===== config.mk =====
export PLATFORM = sky130hd
export DESIGN_NAME = mdu_issue_ctrl_flat
export DESIGN_NICKNAME = d
export VERILOG_FILES = /design/src/rtl/mdu_issue_ctrl_if.sv /design/src/rtl/mdu_issue_ctrl.sv /design/src/flat_wrapper.sv
export SDC_FILE = /design/constraint.sdc
export NUM_CORES = 1
export LEC_CHECK = 0
export BUFFER_PORTS_ARGS = -buffer_cell sky130_fd_sc_hd__buf_2
export CORE_MARGIN = 3
export CORE_UTILIZATION = 30
export CTS_CLUSTER_DIAMETER = 50
export CTS_CLUSTER_SIZE = 30
export DETAILED_ROUTE_END_ITERATION = 10
export SYNTH_ARGS = -nofsm -noshare
export SYNTH_HDL_FRONTEND = slang
export SYNTH_SLANG_ARGS = --single-unit

===== constraint.sdc =====
create_clock -name clk -period 2.24 [get_ports clk]
set_clock_uncertainty 0.2 [all_clocks]
set_input_delay 0.672 -clock clk [delete_from_list [all_inputs] [get_ports clk]]
set_output_delay 0.672 -clock clk [all_outputs]
set_load 0.02 [all_outputs]

===== src/rtl/mdu_issue_ctrl_if.sv =====
// mdu_pkg operation/control types plus the signal bundle shared by execute, mdu, writeback and the issue controller.
// The controller uses the slave modport; the surrounding pipeline/mdu side uses master.
package mdu_pkg;
    typedef enum logic [3:0] {
        OP_MUL    = 4'd0,
        OP_MULH   = 4'd1,
        OP_MULHSU = 4'd2,
        OP_MULHU  = 4'd3,
        OP_DIV    = 4'd4,
        OP_DIVU   = 4'd5,
        OP_REM    = 4'd6,
        OP_REMU   = 4'd7
    } mdu_op_t;

    typedef struct packed {
        logic    enable;
        mdu_op_t operation;
    } mdu_ctrl_t;
endpackage

interface mdu_issue_ctrl_if #(
    parameter int REG_WIDTH = 32,
    parameter int TAG_WIDTH = 5
);
    import mdu_pkg::*;

    logic                 i_req_valid;
    logic                 o_req_ready;
    mdu_op_t              i_req_op;
    logic [REG_WIDTH-1:0] i_req_op1;
    logic [REG_WIDTH-1:0] i_req_op2;
    logic [TAG_WIDTH-1:0] i_req_tag;
    logic                 i_flush;
    mdu_ctrl_t            o_mdu_control;
    logic [REG_WIDTH-1:0] o_mdu_op1;
    logic [REG_WIDTH-1:0] o_mdu_op2;
    logic [REG_WIDTH-1:0] i_mdu_result;
    logic                 i_mdu_cooking;
    logic                 o_wb_valid;
    logic                 i_wb_ready;
    logic [REG_WIDTH-1:0] o_wb_result;
    logic [TAG_WIDTH-1:0] o_wb_tag;
    logic                 o_busy;

    modport slave (
        input  i_req_valid, i_req_op, i_req_op1, i_req_op2, i_req_tag, i_flush,
               i_mdu_result, i_mdu_cooking, i_wb_ready,
        output o_req_ready, o_mdu_control, o_mdu_op1, o_mdu_op2,
               o_wb_valid, o_wb_result, o_wb_tag, o_busy
    );

    modport master (
        output i_req_valid, i_req_op, i_req_op1, i_req_op2, i_req_tag, i_flush,
               i_mdu_result, i_mdu_cooking, i_wb_ready,
        input  o_req_ready, o_mdu_control, o_mdu_op1, o_mdu_op2,
               o_wb_valid, o_wb_result, o_wb_tag, o_busy
    );
endinterface


===== src/rtl/mdu_issue_ctrl.sv =====
// Single-outstanding issue controller for the fixed-latency mdu: accept, issue, count STAGES, hand result to writeback.
// Optional macro MDU_DIV0_BYPASS_EN answers divide-by-zero locally without using the mdu.
module mdu_issue_ctrl
    import mdu_pkg::*;
#(
    parameter int REG_WIDTH = 32,
    parameter int STAGES    = 5,
    parameter int TAG_WIDTH = 5
) (
    input  logic            clk,
    input  logic            rst_n,
    mdu_issue_ctrl_if.slave bus
);
    localparam int CNT_W = $clog2(STAGES + 1);

    typedef enum logic [1:0] {IDLE, ISSUE, WAIT, DONE} state_t;

    state_t               state_q, state_d;
    logic [CNT_W-1:0]     cnt_q, cnt_d;
    mdu_op_t              op_q, op_d;
    logic [REG_WIDTH-1:0] op1_q, op1_d;
    logic [REG_WIDTH-1:0] op2_q, op2_d;
    logic [TAG_WIDTH-1:0] tag_q, tag_d;
    logic [REG_WIDTH-1:0] res_q, res_d;
    logic [TAG_WIDTH-1:0] wb_tag_q, wb_tag_d;
    logic                 req_ready;
    logic                 accept;

    always_comb begin
        req_ready = !bus.i_flush && !bus.i_mdu_cooking &&
                    ((state_q == IDLE) || ((state_q == DONE) && bus.i_wb_ready));
        accept    = bus.i_req_valid && req_ready;

        state_d  = state_q;
        cnt_d    = cnt_q;
        op_d     = op_q;
        op1_d    = op1_q;
        op2_d    = op2_q;
        tag_d    = tag_q;
        res_d    = res_q;
        wb_tag_d = wb_tag_q;

        if (accept) begin
            op_d  = bus.i_req_op;
            op1_d = bus.i_req_op1;
            op2_d = bus.i_req_op2;
            tag_d = bus.i_req_tag;
        end

        case (state_q)
            IDLE:  if (accept) state_d = ISSUE;
            ISSUE: begin
                state_d = WAIT;
                cnt_d   = CNT_W'(STAGES);
            end
            WAIT: begin
                // the mdu result is valid exactly on the last counted cycle
                if (cnt_q == CNT_W'(1)) begin
                    state_d  = DONE;
                    res_d    = bus.i_mdu_result;
                    wb_tag_d = tag_q;
                end else begin
                    cnt_d = cnt_q - CNT_W'(1);
                end
            end
            DONE: if (bus.i_wb_ready) state_d = accept ? ISSUE : IDLE;
            default: state_d = IDLE;
        endcase

`ifdef MDU_DIV0_BYPASS_EN
        // divide by zero never reaches the mdu; RISC-V defines the answer
        if (accept && (bus.i_req_op2 == '0) &&
            (bus.i_req_op inside {OP_DIV, OP_DIVU, OP_REM, OP_REMU})) begin
            state_d  = DONE;
            res_d    = (bus.i_req_op inside {OP_DIV, OP_DIVU}) ? '1 : bus.i_req_op1;
            wb_tag_d = bus.i_req_tag;
        end
`endif

        if (bus.i_flush && (state_q != IDLE)) state_d = IDLE;
    end

    always_ff @(posedge clk or negedge rst_n) begin
        if (!rst_n) begin
            state_q  <= IDLE;
            cnt_q    <= '0;
            op_q     <= OP_MUL;
            op1_q    <= '0;
            op2_q    <= '0;
            tag_q    <= '0;
            res_q    <= '0;
            wb_tag_q <= '0;
        end else begin
            state_q  <= state_d;
            cnt_q    <= cnt_d;
            op_q     <= op_d;
            op1_q    <= op1_d;
            op2_q    <= op2_d;
            tag_q    <= tag_d;
            res_q    <= res_d;
            wb_tag_q <= wb_tag_d;
        end
    end

    assign bus.o_req_ready             = req_ready;
    assign bus.o_mdu_control.enable    = (state_q == ISSUE);
    assign bus.o_mdu_control.operation = op_q;
    assign bus.o_mdu_op1               = op1_q;
    assign bus.o_mdu_op2               = op2_q;
    assign bus.o_wb_valid              = (state_q == DONE);
    assign bus.o_wb_result             = res_q;
    assign bus.o_wb_tag                = wb_tag_q;
    assign bus.o_busy                  = (state_q != IDLE);
endmodule


===== src/flat_wrapper.sv =====
// flat-port wrapper written by rule: the top's interface ports become plain ports
module mdu_issue_ctrl_flat import mdu_pkg::*;
#(
    parameter int REG_WIDTH = 32,
    parameter int STAGES    = 5,
    parameter int TAG_WIDTH = 5
)
  (clk, rst_n, bus_i_req_valid, bus_i_req_op, bus_i_req_op1, bus_i_req_op2, bus_i_req_tag, bus_i_flush, bus_i_mdu_result, bus_i_mdu_cooking, bus_i_wb_ready, bus_o_req_ready, bus_o_mdu_control, bus_o_mdu_op1, bus_o_mdu_op2, bus_o_wb_valid, bus_o_wb_result, bus_o_wb_tag, bus_o_busy);
  mdu_issue_ctrl_if #(.REG_WIDTH(REG_WIDTH), .TAG_WIDTH(TAG_WIDTH)) bus_i ();
  input  logic clk;
  input  logic rst_n;
  input wire logic [$bits(bus_i.i_req_valid)-1:0] bus_i_req_valid;
  input wire logic [$bits(bus_i.i_req_op)-1:0] bus_i_req_op;
  input wire logic [$bits(bus_i.i_req_op1)-1:0] bus_i_req_op1;
  input wire logic [$bits(bus_i.i_req_op2)-1:0] bus_i_req_op2;
  input wire logic [$bits(bus_i.i_req_tag)-1:0] bus_i_req_tag;
  input wire logic [$bits(bus_i.i_flush)-1:0] bus_i_flush;
  input wire logic [$bits(bus_i.i_mdu_result)-1:0] bus_i_mdu_result;
  input wire logic [$bits(bus_i.i_mdu_cooking)-1:0] bus_i_mdu_cooking;
  input wire logic [$bits(bus_i.i_wb_ready)-1:0] bus_i_wb_ready;
  output wire logic [$bits(bus_i.o_req_ready)-1:0] bus_o_req_ready;
  output wire logic [$bits(bus_i.o_mdu_control)-1:0] bus_o_mdu_control;
  output wire logic [$bits(bus_i.o_mdu_op1)-1:0] bus_o_mdu_op1;
  output wire logic [$bits(bus_i.o_mdu_op2)-1:0] bus_o_mdu_op2;
  output wire logic [$bits(bus_i.o_wb_valid)-1:0] bus_o_wb_valid;
  output wire logic [$bits(bus_i.o_wb_result)-1:0] bus_o_wb_result;
  output wire logic [$bits(bus_i.o_wb_tag)-1:0] bus_o_wb_tag;
  output wire logic [$bits(bus_i.o_busy)-1:0] bus_o_busy;
  assign bus_i.i_req_valid = bus_i_req_valid;
  assign bus_i.i_req_op = bus_i_req_op;
  assign bus_i.i_req_op1 = bus_i_req_op1;
  assign bus_i.i_req_op2 = bus_i_req_op2;
  assign bus_i.i_req_tag = bus_i_req_tag;
  assign bus_i.i_flush = bus_i_flush;
  assign bus_i.i_mdu_result = bus_i_mdu_result;
  assign bus_i.i_mdu_cooking = bus_i_mdu_cooking;
  assign bus_i.i_wb_ready = bus_i_wb_ready;
  assign bus_o_req_ready = bus_i.o_req_ready;
  assign bus_o_mdu_control = bus_i.o_mdu_control;
  assign bus_o_mdu_op1 = bus_i.o_mdu_op1;
  assign bus_o_mdu_op2 = bus_i.o_mdu_op2;
  assign bus_o_wb_valid = bus_i.o_wb_valid;
  assign bus_o_wb_result = bus_i.o_wb_result;
  assign bus_o_wb_tag = bus_i.o_wb_tag;
  assign bus_o_busy = bus_i.o_busy;
  mdu_issue_ctrl #(.REG_WIDTH(REG_WIDTH), .STAGES(STAGES), .TAG_WIDTH(TAG_WIDTH)) u_core (.clk(clk), .rst_n(rst_n), .bus(bus_i));
endmodule

==> run metrics, run 1 <==
status complete, but fails checks; failing checks negative setup slack; most frequent cell after synthesis dfrtp_1; 1st-iter DRT viols just over 80; WS Path Type reg2out; syn avg cell area 17.0 µm²; Worst Setup SP u_core.state_q[1]$_DFFE_PN0P_; peak supply drop between 0.6 and 0.7 mV; critical path arrival 1420 ps; pin count of the biggest net entering global routing 53; Compound-Gate Fraction of Synth Area 0.0151; Root Buffer clkbuf_16; ys async rst share 1.00; Yosys cell types 25; PwrDens 1580 nW/µm²; chip height about 130 µm; hold path depth 1; area grow syn2layout 45.1%; Total GRT Usage 0.132; Worst Hold Class reg2reg; grt ovf 0; Starting Density 0.308; cts bufs inserted 17; final setup violation count 1; worst path buffer plus inverter count 2; GR met1 Demand/Resource 0.155; row cnt 45; Nets 634; min-delay src u_core.bus.o_wb_tag[3]$_DFFE_PN0P_; Final Hold Fails 0; most frequent cells after synthesis dfrtp_1 (115), mux2_4 (60), mux2_2 (50), buf_6 (7), ha_1 (7); clock slew at reported path FFs roughly 50 ps; antenna violations before repair 0; fin. max-slew vios 0; Crit-path slowest cell dfrtp_1; Port-buffer cells approximately 220; worst-case hold slack between 200 and 300 ps; fraction of layout cells with a size suffix above 1 0.722; post-route setup slack -47.9 ps; # fillers about 1.4k; n_diodes 0; Total Power roughly 11 mW; Core Region between 15000 and 20000 µm²; CTS sink count 115; total number of vias 3146; vias in the first global route around 3.6k; num ports 220; FF+latch area 2880 µm²; max-cap violation count 0; Final Critical Period roughly 2300 ps; Synth Area in Simple Gates 0.0175; RSZ-0062 raised after global routing true; WP data required between 1000 and 1500 ps; max incr delay on CP between 400 and 500 ps; Place WS ~36 ps; register bit count reported by yosys approximately 120; Post-Syn Area 4720 µm²; FMAX 0.437 GHz; Post-synth EDFFs 0; crit path max fanout 4; post-synthesis instance total 277; met3 Resource Use GR 0.0502; die width between 100 and 150 µm; Slew HR 0.767; syn nets approximately 400; Most Crowded Layer GR met2; CTS tree done; DR WL/cell around 15 µm; Syn. warnings 0; share of synthesized cell area in full adder, half adder and majority cells 0.0186; largest family of logic cells by synthesized area multiplexers; Synth area leaders dfrtp_1 (61%), mux2_4 (19%), mux2_2 (12%); final worst path period share 1.02; Remaining DRCs 0; Worst-Skew Late Latency about 400 ps; hold endpoint u_core.bus.o_wb_tag[3]$_DFFE_PN0P_; antenna-violating nets left 0; Final HPWL DP 7950 µm; routing usage on met2 0.219; crit-path cells inv_2 -> ha_4 -> a21oi_2 -> nor3_2 -> buf_4; CP Capture Type output pin; crit start category flip-flop; Synth Flop Type dfrtp_1; Least-Margin Pin Slew roughly 350 ps; Post-Synth XOR/XNOR Area 0; final WL 11000 µm; H-tree levels 4; Register-to-Register Setup Slack 110 ps; top-area cell type share of the netlist area 0.610; Worst Reg2Reg Path Length in Cells 8; mux contribution to synthesized area 0.310; Worst R2R Start u_core.state_q[0]$_DFFE_PN0P_; Initial DRT Pass Iterations 4; die area about 17000 µm²; buffer depth of the longest clock path 2; Worst path top cell family by delay flip-flops; first-pass GRT wire length 18200 µm; static leakage roughly 3.4 nW; area of the multi-input gates 1760 µm²; post-synth top area cell dfrtp_1; gpl congestion 0.743; Worst R2R End u_core.bus.o_wb_result[9]$_DFFE_PN0P_; register area share after synthesis 0.610; drt via density 4.25
-- layout by cell type, fill, tap and decap left out, types with 2 or more instances in the layout --
cell type,instances
clkbuf_16,17
a21oi_1,2
nor2_1,3
buf_12,6
nand2_1,4
clkinvlp_4,2
ha_4,3
inv_1,4
mux2_2,50
o21ai_0,2
nand2b_1,2
clkbuf_8,4
mux2_4,60
buf_2,216
ha_1,3
inv_2,2
clkbuf_1,2
dfrtp_1,114
buf_4,8
clkinv_2,3
bufinv_16,4
-- layout make-up --
class / count / area share
Sequential cell: 115 / 0.421
Multi-Input combinational cell: 144 / 0.257
Timing Repair Buffer: 232 / 0.187
Clock buffer: 23 / 0.0713
Tap cell: 211 / 0.0386
Clock inverter: 9 / 0.0219
Inverter: 6 / 0.00329
-- worst max path at each step --
stage / slack [ps] / cells past startpoint / to
after floorplan: 90 / 3 / bus_o_req_ready
after global placement: 110 / 5 / u_core.bus.o_mdu_op2[16]$_DFFE_PN0P_
after detailed placement: 40 / 6 / u_core.bus.o_mdu_op2[15]$_DFFE_PN0P_
after CTS: -120 / 4 / bus_o_req_ready
after global routing: -130 / 5 / bus_o_req_ready
final: -50 / 5 / bus_o_req_ready
-- worst reg2reg max path: cells and delay by family (launching register included) --
family / cells / cell delay (ps)
buffers and inverters: 4 / 540
DFF: 1 / 400
and+or+nand+nor: 2 / 300
adders and majority gates: 1 / 210
muxes: 1 / 370
-- flip-flops by register name, indices dropped and copies added (netlist names) --
signal	count
u_core.bus.o_mdu_op1	32
u_core.bus.o_mdu_op2	32
u_core.bus.o_wb_result	32
u_core.bus.o_wb_tag	5
u_core.tag_q	5
u_core.op_q	4
u_core.cnt_q	3
u_core.state_q	2
-- where the power goes --
group | switching [mW] | internal, mW
Clock | 0.903 | 1.97
Combinational | 2.25 | 2.01
Sequential | 0.543 | 3.12
-- cells by family (layout without fill, tap and decap cells) --
| logic type | Yosys count | count (layout) |
|---|---|---|
| AOI/OAI and AO/OA | 11 | 11 |
| adders and majority gates | 7 | 7 |
| buffers and inverters | 18 | 270 |
| DFF | 115 | 115 |
| muxes | 110 | 110 |
| and+or+nand+nor | 16 | 16 |
-- what timing repair did --
item,4_1_cts,5_1_grt
setup endpoints to repair,3,1
buffers inserted,3,1
hold buffers,1,0
gates resized for setup,10,5
endpoints found under the hold margin,23,0
-- per-layer routing --
metal,vias to the layer above,share of wire
li1,1448,-
met1,1561,0.42
met2,128,0.50
met3,9,0.071
met4,0,0.012
met5,-,0
-- stage by stage --
step | utilization | instances | instance area [µm²] | setup TNS, ps
global placement | 0.399 | 703 | 6110 | 0
CTS | 0.445 | 739 | 6820 | -116
finish | 0.447 | 740 | 6850 | -47.9
floorplan | - | 277 | 4720 | 0
global route | 0.447 | 740 | 6850 | -169
detailed placement | 0.399 | 703 | 6110 | 0
Note: power is estimated with default switching activity, not from simulation.
==> run 2: changes to the inputs <==
--- a/config.mk
+++ b/config.mk
@@ -5,6 +5,7 @@
 export SDC_FILE = /design/constraint.sdc
 export NUM_CORES = 1
 export LEC_CHECK = 0
+export ABC_AREA = 1
 export BUFFER_PORTS_ARGS = -buffer_cell sky130_fd_sc_hd__buf_2
 export CORE_MARGIN = 3
 export CORE_UTILIZATION = 30
==> run 2 against run 1 <==
  * Clock power fell by 9.4%
  * Sequential cell count did not move
  * Hold slack got worse by 20 ps
  * The flow still finishes with violations (negative setup slack)
  * Combinational power rose by 4%
  * Sequential power fell by 1%
  * Final cell count rose by 24%
  * Core utilization fell by 0.53 points
  * Fmax rose by 0.81%
  * Routed wire length rose by 6.3%
  * Critical endpoint unchanged
  * Cell area rose by 3.2%
  * Setup slack improved by 18 ps
==> run metrics, run 2 <==
failing checks negative setup slack; die area roughly 18000 µm²; crit start category flip-flop; num ports 220; top-area cell type share of the netlist area 0.582; grt ovf 0; Port-buffer cells approximately 220; vias in the first global route 3721; # fillers ~1.6k; DR WL/cell between 10 and 15 µm; max-cap violation count 0; Worst-Skew Late Latency around 400 ps; Final Critical Period roughly 2300 ps; Clk network pwr share 0.245; first-pass GRT wire length roughly 19000 µm; post-route setup slack -29.5 ps; largest family of logic cells by synthesized area compound AO/OA/AOI/OAI gates; die width roughly 130 µm; Synth area leaders dfrtp_1 (58%), mux2_4 (9.1%), nand2_1 (6.9%); most frequent cell after synthesis dfrtp_1; row cnt 46; clock slew at reported path FFs 50 ps; RSZ-0062 raised after global routing true; NetSw just over 4 mW; setup TNS -29.5 ps; final WL 11700 µm; status complete, but fails checks; register area share after synthesis 0.582; Synth Area in Simple Gates 0.0853; final core occ 0.442; syn avg cell area ~11 µm²; area of the multi-input gates 1600 µm²; switching part of the total power 0.381; Post-synth EDFFs 0; post-synth top area cell dfrtp_1; WS Path Type reg2out; most frequent cells after synthesis dfrtp_1 (115), nand2_1 (91), inv_1 (83), o21ai_2 (37), mux2_4 (30); H-tree levels 4; Core Region ~16000 µm²; post-synthesis instance total 449; CTS sink count between 100 and 150; ys async rst share 1.00; drt via density 4.04; most common library cell in the layout ignoring fill and taps buf_2; Initial DRT Pass Iterations 4; mux contribution to synthesized area 0.0957; top sig layer met4; Nets 810; Final HPWL DP 8470 µm; Internal about 6.6 mW; Final Hold Fails 0; static leakage 4.00 nW; chip height between 100 and 150 µm; critical path arrival about 1400 ps; Compound-Gate Fraction of Synth Area 0.113; PwrDens 1510 nW/µm²; final worst path period share 1.01; Synth Flop Type dfrtp_1; FF+latch area roughly 2900 µm²; pin count of the biggest net entering global routing between 50 and 60; fraction of layout cells with a size suffix above 1 0.506; Total Power 10.7 mW; Starting Density 0.309; antenna violations before repair 0; CTS tree done; Total GRT Usage 0.133; CP Capture Type output pin; area grow syn2layout 43.0%; final setup violation count 1; Post-Synth XOR/XNOR Area 0; syn nets approximately 570; logic gate share of total power 0.416; register share of total power 0.339; Slew HR 0.802; antenna-violating nets left 0; register bit count reported by yosys about 120; Remaining DRCs 0; WL met3 around 920 µm; Post-Syn Area between 4000 and 5000 µm²; WP data required around 1400 ps; most frequent cells in the layout buf_2 (216), dfrtp_1 (113), nand2_1 (89); WL met2 around 5500 µm; DRT met1 WL 5130 µm; peak supply drop between 0.6 and 0.7 mV; Root Buffer clkbuf_16; crit path max fanout 4; Register-to-Register Setup Slack between 100 and 150 ps; Least-Margin Pin Slew around 300 ps; buffer depth of the longest clock path 2; share of synthesized cell area in full adder, half adder and majority cells 0.0177; 1st-iter DRT viols approximately 130; Worst Hold Class reg2reg; n_diodes 0; fin. max-slew vios 0; total number of vias around 3.7k; Syn. warnings 0; FMAX ~0.44 GHz; cts bufs inserted 17; Yosys cell types 21; worst-case hold slack between 200 and 300 ps; gpl congestion a little under 0.8
-- run 2: changes by cell type after synthesis, moves of 15 or more --
cell and delta:
inv_1 +77, mux2_2 -48, mux2_4 -30, nand2_1 +86, o21ai_0 +15, o21ai_1 +22
o21ai_2 +37
-- run 2: cell type report --
class / instances / area share
Timing Repair Buffer: 244 / 0.202
Sequential cell: 115 / 0.408
Clock buffer: 22 / 0.0657
Inverter: 85 / 0.0455
Multi-Input combinational cell: 229 / 0.226
Clock inverter: 10 / 0.0152
Tap cell: 216 / 0.0382
-- run 2: power by group through the flow --
stage	clock network, mW	logic (mW)	registers (mW)
finish	2.61	4.44	3.62
global route	2.81	4.83	3.76
CTS	2.71	4.44	3.62
detailed placement	0	4.31	3.62
global placement	0	4.25	3.62
floorplan	0	1.59	4.81
-- run 2: through the flow --
stage	worst slack, ps	cell area, µm²	cells
after floorplan	298	4940	449
after global placement	131	6350	879
after detailed placement	143	6350	879
after CTS	-28.7	7030	919
after global routing	-107	7070	921
final	-29.5	7070	921
-- run 2: repair_timing --
action	CTS	global route
setup endpoints to repair	2	4
pin swaps	3	1
gates resized for setup	12	7
buffers inserted	7	2
endpoints found under the hold margin	12	0
hold buffers	1	0
-- run 2: final timing paths --
kind | start | end | depth (start not counted)
min in group asynchronous | rst_n | u_core.state_q[0]$_DFFE_PN0P_ | 2
max in group asynchronous | rst_n | u_core.bus.o_mdu_op2[23]$_DFFE_PN0P_ | 3
setup reg to reg | u_core.state_q[0]$_DFFE_PN0P_ | u_core.bus.o_wb_result[7]$_DFFE_PN0P_ | 7
hold / removal | u_core.bus.o_mdu_op1[6]$_DFFE_PN0P_ | u_core.bus.o_mdu_op1[6]$_DFFE_PN0P_ | 2
setup / recovery | u_core.state_q[1]$_DFFE_PN0P_ | bus_o_req_ready | 7
hold reg to reg | u_core.bus.o_mdu_op1[6]$_DFFE_PN0P_ | u_core.bus.o_mdu_op1[6]$_DFFE_PN0P_ | 2
-- run 2: metal layers --
| metal | up-vias | GRT usage |
|---|---|---|
| met1 | 1689 | 0.170 |
| met3 | 17 | 0.0491 |
| met4 | 0 | 0.0509 |
| met2 | 127 | 0.206 |
| met5 | - | 0 |
| li1 | 1887 | - |
-- run 2: worst max-delay path, stage by stage, from the launching register on --
cell     delay (ps)
dfrtp_2         450
inv_2            90
ha_4            150
inv_4            40
nand2_4          50
nand2_2          50
inv_2            60
buf_6           110
-- run 2: cell families (layout without fill, tap and decap cells) --
kind of cell / after synthesis / in the layout
and+or+nand+nor: 106 / 106
buffers and inverters: 105 / 361
DFF: 115 / 115
adders and majority gates: 7 / 7
muxes: 32 / 32
AOI/OAI and AO/OA: 84 / 84
